--- src/rtl/mp_add_pkg.sv ---
// Shared types and defaults for the sequential multi-precision adder.
package mp_add_pkg;

  typedef enum logic [1:0] {
    IDLE = 2'd0,
    RUN  = 2'd1,
    DONE = 2'd2
  } state_t;

  localparam int MP_ADD_WIDTH = 8;
  localparam int MP_ADD_WORDS = 4;

  // Slice counter needs at least one bit even when Words == 1.
  function automatic int cnt_width(input int words);
    return (words <= 1) ? 1 : $clog2(words);
  endfunction

endpackage

--- src/rtl/cr_adder.sv ---
// Width-bit carry-ripple adder slice used once per cycle by mp_add_seq.
module cr_adder #(
  parameter int Width = 8
) (
  input  logic [Width-1:0] a,
  input  logic [Width-1:0] b,
  input  logic             ci,
  output logic [Width-1:0] s,
  output logic             co
);

  logic [Width:0] c;

  assign c[0] = ci;

  for (genvar i = 0; i < Width; i++) begin : g_bit
    assign s[i]   = a[i] ^ b[i] ^ c[i];
    assign c[i+1] = (a[i] & b[i]) | (c[i] & (a[i] ^ b[i]));
  end

  assign co = c[Width];

endmodule

--- src/rtl/mp_add_seq.sv ---
// Sequential (Width*Words)-bit adder: one Width-bit slice reused over Words cycles.
// Optional subtract mode enabled by defining MP_ADD_SUB_EN.
module mp_add_seq
  import mp_add_pkg::*;
#(
  parameter int Width = MP_ADD_WIDTH,
  parameter int Words = MP_ADD_WORDS
) (
  input  logic                   clk,
  input  logic                   rst_n,
  input  logic                   in_valid,
  output logic                   in_ready,
  input  logic [Width*Words-1:0] a,
  input  logic [Width*Words-1:0] b,
  input  logic                   c_in,
`ifdef MP_ADD_SUB_EN
  input  logic                   sub,
`endif
  output logic                   out_valid,
  input  logic                   out_ready,
  output logic [Width*Words-1:0] sum,
  output logic                   c_out,
  output logic                   busy
);

  localparam int N  = Width * Words;
  localparam int CW = cnt_width(Words);

  state_t          state, state_next;
  logic [CW-1:0]   cnt;
  logic            carry;
  logic [N-1:0]    a_sr, b_sr;
  logic [N-1:0]    sum_q, sum_next;
  logic            c_out_q;
  logic [Width-1:0] slice_a, slice_b, slice_s;
  logic            slice_co;
  logic            last;
  logic            init_carry;

`ifdef MP_ADD_SUB_EN
  logic sub_q;
  // Subtraction is a + ~b + 1, so the per-slice B is inverted and carry seeded with 1.
  assign slice_b    = b_sr[Width-1:0] ^ {Width{sub_q}};
  assign init_carry = sub | c_in;
`else
  assign slice_b    = b_sr[Width-1:0];
  assign init_carry = c_in;
`endif

  assign slice_a = a_sr[Width-1:0];
  assign last    = (state == RUN) && (cnt == CW'(Words - 1));

  cr_adder #(.Width(Width)) u_slice (
    .a  (slice_a),
    .b  (slice_b),
    .ci (carry),
    .s  (slice_s),
    .co (slice_co)
  );

  // Slice results enter at the MSB end so word 0 ends up at the bottom after Words shifts.
  if (Words == 1) begin : g_one
    assign sum_next = slice_s;
  end else begin : g_multi
    assign sum_next = {slice_s, sum_q[N-1:Width]};
  end

  always_ff @(posedge clk or negedge rst_n) begin
    if (!rst_n) state <= IDLE;
    else        state <= state_next;
  end

  always_comb begin
    state_next = state;
    in_ready   = 1'b0;
    out_valid  = 1'b0;
    busy       = 1'b1;
    case (state)
      IDLE: begin
        in_ready = 1'b1;
        busy     = 1'b0;
        if (in_valid) state_next = RUN;
      end
      RUN: begin
        if (last) state_next = DONE;
      end
      DONE: begin
        out_valid = 1'b1;
        if (out_ready) state_next = IDLE;
      end
      default: state_next = IDLE;
    endcase
  end

  always_ff @(posedge clk or negedge rst_n) begin
    if (!rst_n) begin
      cnt     <= '0;
      carry   <= 1'b0;
      a_sr    <= '0;
      b_sr    <= '0;
      sum_q   <= '0;
      c_out_q <= 1'b0;
`ifdef MP_ADD_SUB_EN
      sub_q   <= 1'b0;
`endif
    end else begin
      case (state)
        IDLE: begin
          if (in_valid) begin
            a_sr  <= a;
            b_sr  <= b;
            carry <= init_carry;
            cnt   <= '0;
`ifdef MP_ADD_SUB_EN
            sub_q <= sub;
`endif
          end
        end
        RUN: begin
          a_sr  <= a_sr >> Width;
          b_sr  <= b_sr >> Width;
          sum_q <= sum_next;
          carry <= slice_co;
          if (last) begin
            cnt     <= '0;
            c_out_q <= slice_co;
          end else begin
            cnt <= cnt + CW'(1);
          end
        end
        default: ;
      endcase
    end
  end

  assign sum   = sum_q;
  assign c_out = c_out_q;

endmodule

--- config.mk ---
export PLATFORM = sky130hd
export DESIGN_NAME = mp_add_seq
export DESIGN_NICKNAME = d
export VERILOG_FILES = /design/src/rtl/mp_add_pkg.sv /design/src/rtl/cr_adder.sv /design/src/rtl/mp_add_seq.sv
export SDC_FILE = /design/constraint.sdc
export NUM_CORES = 1
export LEC_CHECK = 0
export BUFFER_PORTS_ARGS = -buffer_cell sky130_fd_sc_hd__buf_2
export CORE_UTILIZATION = 54
export CTS_BUF_LIST = sky130_fd_sc_hd__clkbuf_16
export DETAILED_ROUTE_END_ITERATION = 10
export PLACE_DENSITY = 0.8
export SYNTH_ARGS = -nofsm -noshare
export SYNTH_HDL_FRONTEND = slang
export SYNTH_SLANG_ARGS = --single-unit
--- constraint.sdc ---
create_clock -name clk -period 4.15 [get_ports clk]
set_input_delay 0.415 -clock clk [delete_from_list [all_inputs] [get_ports clk]]
set_output_delay 0.415 -clock clk [all_outputs]
set_load 0.01 [all_outputs]
* Word level (Yosys, flattened, before mapping) *
Cells that the tools add are included.

operators by class
  add/sub/neg operators = 1
  equal/unequal tests = 6
  muxes and demuxes = 16
  bitwise gates (word level) = 40
  reductions and logical operators = 6

operators with widths
  kind                                                             count
  32-bit one-hot mux with 2 select lines                           2
  32-bit two-way mux                                               2
  1-bit bitwise AND                                                16
  1-bit XOR                                                        16
  2-bit two-way mux                                                5
  1-bit bitwise OR                                                 8
  2-bit inequality test, second input constant                     3
  2-bit one-hot mux with 3 select lines                            1
  2-bit == test, second input constant                             2
  1-bit two-way mux                                                4
  2-bit one-hot mux with 2 select lines                            1
  2-bit AND reduction                                              2
  3-bit AND reduction                                              1
  2-bit by 1-bit adder with 2-bit output, second input constant    1
  2-bit by 1-bit == test with 1-bit output, second input constant  1
  2-bit zero test                                                  1
  1-bit one-hot mux with 2 select lines                            1
  2-bit nonzero test                                               1
  1-bit logical AND                                                1

storage, ports and cells
  bits in registers = 102
  bits of input ports = 69
  output and inout bits = 36
  logic and storage cells = 76

* Longest topological paths before layout *
Gate-level depths: netlist of run 1.

  depth in word-level cells = 18
  gate-level depth with buffers = 12
  gate-level depth less buffers = 12

* Hierarchy *
From an unflattened synthesis of run 1, not the netlist that was laid out.

second synthesis, totals
  cell total of the unflattened synthesis = 446
  area, all modules = 4478.0 um^2

modules (own cells, without submodules)
  module      times used  cells an instance  area each (um^2)  sequential area each (um^2)
  mp_add_seq  1           428                4280.4            2552.4
  cr_adder    1           18                 197.7             0.0

* Least setup slack after synthesis of run 1 *
OpenSTA, ideal clock, no wires.

  path kind = register to register
  from = register carry
  to = register sum_q[31] (netlist: sum[31])
  setup time = 0.083 ns
  arrival time = 3.508 ns
  data required time = 4.067 ns
  setup slack = 0.560 ns
  cell stages (with the launch flop) = 13
  buffers on the path = 0
  clock period less this slack = 3.590 ns
  cells stage by stage = dfrtp_1 -> fa_1 -> inv_1 -> fa_1 -> inv_1 -> fa_1 -> fa_1 -> fa_1 -> fa_1 -> fa_1 -> inv_1 -> fa_1 -> o21ai_0

between the ends
  word-level cells in the longest chain between the ends = 15

RTL lines
  item                    line               source
  from (decl)             mp_add_seq.sv:31   logic carry;
  from (signal assigned)  mp_add_seq.sv:112  carry <= init_carry;
  from (signal assigned)  mp_add_seq.sv:123  carry <= slice_co;
  1-bit bitwise AND       cr_adder.sv:18     assign c[i+1] = (a[i] & b[i]) | (c[i] & (a[i] ^ b[i]));
  1-bit bitwise OR        cr_adder.sv:18
  1-bit bitwise AND       cr_adder.sv:18
  1-bit bitwise OR        cr_adder.sv:18
  1-bit bitwise AND       cr_adder.sv:18
  1-bit bitwise OR        cr_adder.sv:18
  1-bit bitwise AND       cr_adder.sv:18
  1-bit bitwise OR        cr_adder.sv:18
  1-bit bitwise AND       cr_adder.sv:18
  1-bit bitwise OR        cr_adder.sv:18
  1-bit bitwise AND       cr_adder.sv:18
  1-bit bitwise OR        cr_adder.sv:18
  1-bit bitwise AND       cr_adder.sv:18
  1-bit bitwise OR        cr_adder.sv:18
  1-bit XOR               cr_adder.sv:17     assign s[i] = a[i] ^ b[i] ^ c[i];
  to (signal assigned)    mp_add_seq.sv:122  sum_q <= sum_next;
  to (decl)               mp_add_seq.sv:33   logic [N-1:0] sum_q, sum_next;

No other way between the ends.
A chain may end at the register's enable or synchronous reset.

* Final worst setup path of run 1 *
Ends and elaborated chain as after synthesis.

==> results of run 1 <==
-- through the flow --
| step | setup slack [ns] | instances | hold WS, ns | power (W) |
|---|---|---|---|---|
| finish | 0.332 | 585 | 0.221 | 0.00496 |
| global route | 0.146 | 585 | 0.243 | 0.00532 |
| CTS | 0.320 | 585 | 0.231 | 0.00498 |
| detailed placement | 0.348 | 569 | 0.484 | 0.00403 |
| global placement | 0.439 | 569 | 0.478 | 0.00390 |
| floorplan | 0.560 | 393 | 0.119 | 0.00350 |
-- synthesized netlist by cell type, types with 2 or more instances --
cell / instances / area, um2
a21oi_1: 44 / 220
a32o_1: 3 / 30.0
buf_2: 12 / 60.1
buf_4: 9 / 67.6
buf_6: 5 / 56.3
clkbuf_1: 8 / 30.0
dfrtp_1: 102 / 2550
fa_1: 8 / 160
inv_1: 9 / 33.8
inv_2: 2 / 7.51
mux2_2: 2 / 22.5
mux2_4: 28 / 420
nand2_1: 17 / 63.8
nand2b_1: 2 / 12.5
nand3b_1: 6 / 45.0
nor2_1: 14 / 52.6
o21ai_0: 29 / 145
o221a_2: 5 / 56.3
o22ai_1: 75 / 469
o31ai_1: 2 / 15.0
-- metal layers --
layer	vias up	global-route usage	wire [um]
met2	147	0.402	5220
li1	1620	-	-
met4	0	0.0871	238
met5	-	0	0
met1	1718	0.344	4470
met3	19	0.0580	614
-- cells by family (layout without fill, tap and decap cells) --
kind of cell / count (synthesis) / count (layout) / synth area share
DFF: 102 / 102 / 0.552
AOI/OAI and AO/OA: 163 / 163 / 0.213
adders and majority gates: 9 / 9 / 0.0373
and+or+nand+nor: 43 / 43 / 0.0460
muxes: 30 / 30 / 0.0958
buffers and inverters: 46 / 133 / 0.0563
-- final cells by class --
class	instances	share of cell area
clock buffer	9	0.0416
multi-input combinational	245	0.334
clock inverter	7	0.0215
sequential	102	0.471
timing repair buffer	106	0.0993
inverter	11	0.00762
tap	105	0.0243
-- path summary, 6_finish.rpt --
path / start / end
worst max-delay path: carry / sum[31]
worst min-delay path: rst_n / sum[23]
worst max register to register: carry / sum[31]
worst min register to register: cnt[0] / cnt[0]
max in group asynchronous: rst_n / sum[4]
min in group clk: out_ready / state[1]
-- sequential cells by signal, indices dropped and copies added (netlist names) --
name,flops
c_out,1
state,2
carry,1
sum,32
b_sr,32
a_sr,32
cnt,2
-- power groups by stage --
stage	clock network [W]	registers [W]	logic (W)
after floorplan	0	0.00185	0.00165
after global placement	0	0.00190	0.00200
final	0.000938	0.00193	0.00209
after detailed placement	0	0.00194	0.00209
after global routing	0.000992	0.00200	0.00233
after CTS	0.000953	0.00192	0.00210
==> reports/results.ini, run 1 <==
[timing]
finClkSkew_ns = 0.0115
max_freq_ghz = 0.262
rsz0062_at_grt = no
fin_crit_ns = 3.82
setup_viol = 0
hold_viol = 0
tightest_slew_ns = 1.02
maxSlewHeadroom = 0.317
tns_ns = 0
fin_crit_sh = 0.920
slew_viol_final = 0

[finish]
final_core_util = 0.656
drive_gt1_frac = 0.342
final_area_um2 = 5420
final_cell_mix = buf_2 (103), dfrtp_1 (102), o22ai_1 (75)
diodes = 0
regArea_um2 = 2550
multi_input_area_um2 = 1810
final_common_cell = buf_2
fillCellCount = 652
area_growth_pct = 17.1
nNetsFinal = 553

[setup_path]
cp_common_cell = fa_1
crit_path_max_incr_delay_ns = 0.43
critical_path_arrival_ns = 4.07
cp_slowest_cell = dfrtp_1
reg2reg_slack_ns = 0.33
worstSetupEndpointType = flip-flop
crit_chain = fa_1 > inv_1 > fa_1 > inv_1 > fa_1 > fa_1 > fa_1 > fa_1 > fa_1 > inv_1 > fa_1 > o21ai_0
path_class = reg2reg
required_ns = 4.40
cp-start-kind = flip-flop
critPathBufInv = 3
critical-path-top-delay-family = adder cells
cp.depth = 12
cp_max_fo = 3
reg2regPathDepth = 12

[global_route]
grt_pass1_vias = 3427
grt_overflow = 0
grt_pass1_wl_um = 17100
antenna_found_initial = 0
track_usage = 0.253
grt_max_degree = 80

[power]
net-switching-power_w = 0.00185
power.leakage_nw = 2.50
ir_drop_mv = 0.516
p_int_w = 0.00311
pwr-share-seq = 0.389
clockPowerShare = 0.189
comb_power_share = 0.422
switching_share = 0.372
power_density_nw_per_um2 = 915

[clocking]
cts_hold_buf = 0
cts_resized = 0
htree_levels = 3
cts_setup_buffers = 0
path_clk_slew_ns = 0.08
clock_path_buffers = 2
cts_buffers = 9
clk-insertion-delay-late_ns = 0.35
cts_root_buf = clkbuf_16
numClockSinks = 102
cts_tree = done

[drt]
vias = 3504
routedWlPerCell_um = 18.0
routed_wl_um = 10500
avgViaCountPerCell = 5.99
drt_iter0_markers = 287
postRouteAntennaNets = 0
route.detailed.drc = 0
dr.pass1.iters = 5

[min_path]
hold_class = in2async

[synthesis]
ys_ff_latch = 102
ys_seq_area_frac = 0.552
synth_top_flop_cell = dfrtp_1
syn_avg_cell_area_um2 = 11.8
synth.distinct_cells = 31
postSynthCellCount = 393
async_reset_ff_frac = 1.00
synth-edff-count = 0
syn_area_um2 = 4620
yosysWarningCount = 0
syn_nets = 471

[floorplan]
ios = 105
start_util = 0.560
die_y_um = 94.5
rows = 33
core_area_um2 = 8260
die_w_um = 94.5
die-area_um2 = 8940

[status]
outcome = complete, no violations

[flow_run]
drv_cap = 0

[place]
dp_hpwl_um = 6990
portBuffers = 104
post_dp_cell_area_um2 = 5070
place_congestion = 0.798

No activity file was read; power rests on OpenSTA's default activity.
==> run 2: changes to the inputs <==
--- a/config.mk
+++ b/config.mk
@@ -6,10 +6,10 @@
 export NUM_CORES = 1
 export LEC_CHECK = 0
 export BUFFER_PORTS_ARGS = -buffer_cell sky130_fd_sc_hd__buf_2
-export CORE_UTILIZATION = 54
+export CORE_UTILIZATION = 45
 export CTS_BUF_LIST = sky130_fd_sc_hd__clkbuf_16
 export DETAILED_ROUTE_END_ITERATION = 10
-export PLACE_DENSITY = 0.8
+export PLACE_DENSITY = 0.68
 export SYNTH_ARGS = -nofsm -noshare
 export SYNTH_HDL_FRONTEND = slang
 export SYNTH_SLANG_ARGS = --single-unit
==> reports/results.ini, run 2 (synthesized netlist as in run 1, its figures left out) <==
[status]
outcome = complete, no violations

[finish]
fillCellCount = 879
nNetsFinal = 554
area_growth_pct = 17.6
diodes = 0
final_core_util = 0.551
final_area_um2 = 5440
final_common_cell = buf_2
drive_gt1_frac = 0.341
final_cell_mix = buf_2 (103), dfrtp_1 (102), o22ai_1 (75)

[setup_path]
crit_path_max_incr_delay_ns = 0.43
required_ns = 4.39
cp_slowest_cell = fa_1
worstSetupEndpointType = flip-flop
crit_chain = fa_1 > inv_1 > fa_1 > inv_1 > fa_1 > fa_1 > fa_1 > fa_1 > fa_1 > inv_1 > fa_1 > o21ai_0
cp_common_cell = fa_1
cp-start-kind = flip-flop
cp_max_fo = 3
path_class = reg2reg
critical_path_arrival_ns = 4.11

[floorplan]
die_w_um = 103
rows = 36
die-area_um2 = 10700
die_y_um = 103
start_util = 0.469
core_area_um2 = 9860
ios = 105

[drt]
routed_wl_um = 10500
drt_iter0_markers = 162
avgViaCountPerCell = 5.51
postRouteAntennaNets = 0
vias = 3384
routedWlPerCell_um = 17.1
route.detailed.drc = 0
dr.pass1.iters = 5

[place]
portBuffers = 104
post_dp_cell_area_um2 = 5120
dp_hpwl_um = 6880
place_congestion = 0.762

[power]
power.leakage_nw = 2.50
clockPowerShare = 0.185
net-switching-power_w = 0.00181
total_power_w = 0.00493
power_density_nw_per_um2 = 906
pwr-share-seq = 0.382
switching_share = 0.368
comb_power_share = 0.433
p_int_w = 0.00312
ir_drop_mv = 0.399

[global_route]
grt_max_degree = 76
grt_pass1_vias = 3201
grt_overflow = 0
antenna_found_initial = 1
grt_pass1_wl_um = 16600
track_usage = 0.208

[timing]
setup_viol = 0
tns_ns = 0
rsz0062_at_grt = no
fin_crit_ns = 3.87
max_freq_ghz = 0.258
fin_crit_sh = 0.933
finClkSkew_ns = 0.00723
hold_slack_ns = 0.207
slew_viol_final = 0
tightest_slew_ns = 1.02
hold_viol = 0
maxSlewHeadroom = 0.317

[clocking]
cts_root_buf = clkbuf_16
cts_setup_buffers = 0
cts_tree = done
clock_path_buffers = 2
htree_levels = 3
cts_buffers = 9
numClockSinks = 102
clk-insertion-delay-late_ns = 0.34
cts_hold_buf = 0
path_clk_slew_ns = 0.07
cts_resized = 0

[min_path]
hold_class = in2async

[flow_run]
drv_cap = 0

run 2: per-layer routing:
| metal | global-route usage | routed length [um] | vias up |
|---|---|---|---|
| met1 | 0.294 | 4900 | 1644 |
| met5 | 0 | 13 | - |
| met4 | 0.0737 | 117 | 2 |
| met3 | 0.0363 | 433 | 11 |
| met2 | 0.323 | 5010 | 100 |
| li1 | - | - | 1627 |
run 2: final timing paths:
path	from	endpoint	slack (ns)	cells past startpoint
max	carry	sum[31]	0.28	12
min	rst_n	sum[17]	0.21	1
max reg2reg	carry	sum[31]	0.28	12
min reg2reg	b_sr[25]	b_sr[25]	0.50	1
max in group asynchronous	rst_n	b_sr[30]	3.01	2
min in group clk	out_ready	state[1]	0.24	2
run 2: stage by stage:
stage / instances / setup WS, ns
floorplan: 393 / 0.560
detailed placement: 598 / 0.285
global route: 614 / 0.158
CTS: 614 / 0.272
global placement: 598 / 0.432
finish: 614 / 0.276
run 2: final cells by class:
| type | count | area, um2 | area share |
|---|---|---|---|
| clock inverters | 7 | 97.6 | 0.0179 |
| clock buffers | 9 | 225 | 0.0414 |
| multi-input cells | 245 | 1810 | 0.333 |
| inverters | 11 | 41.3 | 0.00759 |
| well taps | 133 | 166 | 0.0306 |
| flip-flops and latches | 102 | 2550 | 0.469 |
| repair buffers | 107 | 546 | 0.100 |
run 2: power groups by stage:
stage | Sequential (W) | Clock [W] | Combinational, W
after floorplan | 0.00185 | 0 | 0.00165
after global placement | 0.00188 | 0 | 0.00206
after detailed placement | 0.00191 | 0 | 0.00214
after CTS | 0.00189 | 0.000926 | 0.00214
after global routing | 0.00195 | 0.000966 | 0.00237
final | 0.00189 | 0.000912 | 0.00213
run 2: worst max-delay path: cells and delay by family (launching register included):
| kind | cells | cell delay, ns |
|---|---|---|
| adders and majority gates | 8 | 2.98 |
| buffers and inverters | 3 | 0.21 |
| DFF | 1 | 0.41 |
| AOI/OAI and AO/OA | 1 | 0.17 |
